**src/rtl/universal_shift_reg.sv**
```systemverilog
// Universal shift register: hold, shift right, shift left and parallel load.
// Define USR_WORD_CNT_EN to add the shift counter and the word_done pulse.
module universal_shift_reg #(
  parameter int unsigned WIDTH = 4
) (
  input  logic             clk,
  input  logic             rst_n,
  input  logic             en,
  input  logic [1:0]       mode,
  input  logic             sin_r,
  input  logic             sin_l,
  input  logic [WIDTH-1:0] d,
  output logic [WIDTH-1:0] q,
  output logic             sout_r,
  output logic             sout_l,
  output logic             word_done
);

  localparam logic [1:0] MODE_HOLD  = 2'b00;
  localparam logic [1:0] MODE_RIGHT = 2'b01;
  localparam logic [1:0] MODE_LEFT  = 2'b10;
  localparam logic [1:0] MODE_LOAD  = 2'b11;

  logic [WIDTH-1:0] q_q;
  logic [WIDTH-1:0] q_d;

  // Next register contents; en=0 or hold mode keeps the current value.
  always_comb begin
    q_d = q_q;
    if (en) begin
      case (mode)
        MODE_HOLD:  q_d = q_q;
        MODE_RIGHT: q_d = {sin_r, q_q[WIDTH-1:1]};
        MODE_LEFT:  q_d = {q_q[WIDTH-2:0], sin_l};
        MODE_LOAD:  q_d = d;
        default:    q_d = q_q;
      endcase
    end
  end

  always_ff @(posedge clk) begin
    if (!rst_n) begin
      q_q <= '0;
    end else begin
      q_q <= q_d;
    end
  end

  assign q      = q_q;
  assign sout_r = q_q[0];
  assign sout_l = q_q[WIDTH-1];

`ifdef USR_WORD_CNT_EN
  localparam int unsigned CNT_W = $clog2(WIDTH);

  logic [CNT_W-1:0] cnt_q;
  logic [CNT_W-1:0] cnt_d;
  logic             word_done_q;
  logic             word_done_d;
  logic             shift_c;
  logic             load_c;

  assign shift_c = en && ((mode == MODE_RIGHT) || (mode == MODE_LEFT));
  assign load_c  = en && (mode == MODE_LOAD);

  // Count shifts in either direction; the WIDTH-th shift wraps and pulses word_done.
  always_comb begin
    cnt_d       = cnt_q;
    word_done_d = 1'b0;
    if (shift_c) begin
      if (cnt_q == CNT_W'(WIDTH - 1)) begin
        cnt_d       = '0;
        word_done_d = 1'b1;
      end else begin
        cnt_d = cnt_q + CNT_W'(1);
      end
    end else if (load_c) begin
      cnt_d = '0;
    end
  end

  always_ff @(posedge clk) begin
    if (!rst_n) begin
      cnt_q       <= '0;
      word_done_q <= 1'b0;
    end else begin
      cnt_q       <= cnt_d;
      word_done_q <= word_done_d;
    end
  end

  assign word_done = word_done_q;
`else
  assign word_done = 1'b0;
`endif

endmodule

```
**config.mk**
```make
export PLATFORM = sky130hd
export DESIGN_NAME = universal_shift_reg
export DESIGN_NICKNAME = d
export VERILOG_FILES = /design/src/rtl/universal_shift_reg.sv
export SDC_FILE = /design/constraint.sdc
export NUM_CORES = 1
export LEC_CHECK = 0
export CAP_MARGIN = 20
export CORE_AREA = 3 3 40 42
export CTS_BUF_LIST = sky130_fd_sc_hd__clkbuf_2 sky130_fd_sc_hd__clkbuf_4 sky130_fd_sc_hd__clkbuf_8
export DETAILED_ROUTE_END_ITERATION = 6
export DIE_AREA = 0 0 43 45
export PLACE_DENSITY = 0.52
export SYNTH_ARGS = -nofsm -noshare
export SYNTH_HDL_FRONTEND = slang
export SYNTH_SLANG_ARGS = --single-unit
```
**constraint.sdc**
```tcl
create_clock -name clk -period 2.5 [get_ports clk]
set_input_delay 0.5 -clock clk [delete_from_list [all_inputs] [get_ports clk]]
set_output_delay 0.5 -clock clk [all_outputs]
set_load 0.005 [all_outputs]
```
==> results_dict.tcl <==
set metrics [dict create \
    layout.cells.most_common_list "16 x clkdlybuf4s50_1, 4 x mux2_4, 4 x o21ai_0, 4 x nor2_1, 4 x dfxtp_1" \
    power_report.internal_total_mw 0.164 \
    globalplace.congestion 0.688 \
    finalClockSkew_ns 0.00125 \
    route.detailed.wl_per_inst_um 10.6 \
    post-cts-setup-buffers 0 \
    design_area_um2 430 \
    cts_hold_repair.buffers 0 \
    timing.critical_path.max_delay_family "buffers and inverters" \
    num_antenna_cells 0 \
    route.vias.total 255 \
    final_hold_fails 0 \
    setup-violations-final 0 \
    synthesized_nets 40 \
    peak_clock_frequency_supported_by_timing_mhz 609 \
    timing.critical_path.arrival_ns 1.14 \
    top_fanout_value_on_the_critical_path 4 \
    clock_path_buffers 2 \
    flow.area_growth_from_synthesis_pct 63.8 \
    place_area_um2 408 \
    layout-drive-gt1-share_pct 15.9 \
    clock_latency_ns 0.24 \
    placeableCoreArea_um2 1280 \
    num_rows 13 \
    fin_crit_sh_pct 65.7 \
    leakage_nw 0.168 \
    numPortBuffers 16 \
    ctsHtreeMaxLevel 1 \
    synthesis.instances 29 \
    critical-path-slowest-cell "clkdlybuf4s50_1" \
    timing.final.max_slew_violations 0 \
    cts_buffer_count 3 \
    end_kind "output port" \
    groute.usage.overall_pct 7.92 \
    routed_wirelength_um 628 \
    vias_per_cell 4.32 \
    critical_path_class "reg2out" \
    drt-pass1-iter-count 2 \
    ant_nets 0 \
    postLayoutSetupSlackWorst_ns 0.858 \
    grt_setup_unrepaired "no" \
    comb_power_share_pct 26.7 \
    min_path_type "reg2reg" \
    multiInputGateArea_um2 149 \
    fp.dieW_um 43 \
    fillCellCount 151 \
    peakVddDrop_v 0.000212 \
    detailed_router_s_first_iteration_violation_count 8 \
    die_height_um 45 \
    critical_path_required_ns 2.00 \
    layout.nets 57 \
    totalNegativeSetupSlack_ns 0 \
    cts-resized-gates 0 \
    post-place-ws_ns 0.667 \
    yosysUniqueCellTypes 12 \
    grt_total_ovfl 0 \
    clkSinkCount 4 \
    clkSlewWorstSetupHoldPaths_ns 0.04 \
    post-route-min-period_ns 1.64 \
    yosys_warnings 0 \
    grt_first_pass_wirelength_um 1040 \
    launching_element_type_of_the_critical_path "flip-flop" \
    largest_reg_flops 4 \
    antenna_found_initial 0 \
    delay_contributed_by_the_slowest_stage_of_the_critical_path_ns 0.52 \
    synth-seq-cells 4 \
    share_seq_of_total_power_pct 34.4 \
    power_density_nw_per_um2 501 \
    mostFrequentLayoutCell "clkdlybuf4s50_1" \
    status "finished clean" \
    tritoncts_clock_tree "yes" \
    pnr_total_power_mw 0.216 \
    switching_share_pct 24.1 \
    synth.yosys.seq_area_share_pct 30.5 \
    grt_pass1_vias 245 \
    power_switching_mw 0.0519 \
    clock_power_share_pct 38.8 \
    maxCapViolations 0 \
    mappedNetlistArea_um2 263 \
    synth.avg_cell_area_um2 9.06 \
    cp_num_buf_inv 1 \
    initial_utilization_pct 20.4 \
    largest_net_degree_at_the_start_of_global_routing 8 \
    ctsRootBufferMaster "clkbuf_4" \
    num_io_pins 18 \
    die_area_um2 1940 \
    cp_cell_instances "clkdlybuf4s50_1" \
    sequential_cell_area_um2 80.1 \
    drcViolationCount 0 \
]
[layout make-up]
cell class	count	share of cell area, %
clock buffer	3	5.23
sequential	4	18.6
multi-input combinational	21	34.6
timing repair buffer	16	37.2
tap	15	4.36
[final timing paths]
| check | startpoint | cells past startpoint | slack (ns) | to |
|---|---|---|---|---|
| setup / recovery | q[2] | 1 | 0.86 | q[2] |
| hold / removal | q[3] | 2 | 0.56 | q[2] |
| setup reg to reg | q[2] | 3 | 1.60 | q[3] |
| hold reg to reg | q[3] | 2 | 0.56 | q[2] |
[power by group through the flow]
| stage | clock (mW) | combinational [mW] | sequential [mW] |
|---|---|---|---|
| final | 0.0838 | 0.0577 | 0.0743 |
| after global routing | 0.0959 | 0.0628 | 0.0753 |
| after CTS | 0.0877 | 0.0584 | 0.0745 |
| after detailed placement | 0 | 0.0581 | 0.0755 |
| after global placement | 0 | 0.0580 | 0.0756 |
| after floorplan | 0 | 0.0294 | 0.0749 |
[Yosys cell counts, drive strengths merged]
cell type / count / area (um^2)
buf: 4 / 33.8
dfxtp: 4 / 80.1
mux2: 4 / 60.1
nor2: 4 / 15.0
o21ai: 4 / 20.0
o22ai: 3 / 18.8
nand2: 2 / 7.51
conb: 1 / 3.75
nand3b: 1 / 7.51
o21a: 1 / 7.51
o32ai: 1 / 8.76
[stage by stage]
step           utilization [%]  hold slack (ns)  cells
2_1_floorplan                -            0.538     29
3_3_place_gp              31.7            0.561     56
3_5_place_dp              31.7            0.555     56
4_1_cts                   33.5            0.571     59
5_1_grt                   33.5            0.618     59
6_report                  33.5            0.558     59
[cells by family (layout without fill, tap and decap cells)]
kind of cell	Yosys count	count (layout)	share of synthesized area (%)
compound gates	9	9	21.0
buf+inv	4	19	12.9
flops	4	4	30.5
mux	4	4	22.9
other cells	1	1	1.43
simple gates	7	7	11.4
[per-layer routing]
layer  wire length (um)  up-vias  global-route usage [%]
li1                   -      133                       -
met1                275      102                    9.20
met2                251       15                    9.88
met3                 88        5                    7.17
met4                 12        0                    3.61
met5                  0        -                       0
Power figures use the tool's default switching activity.
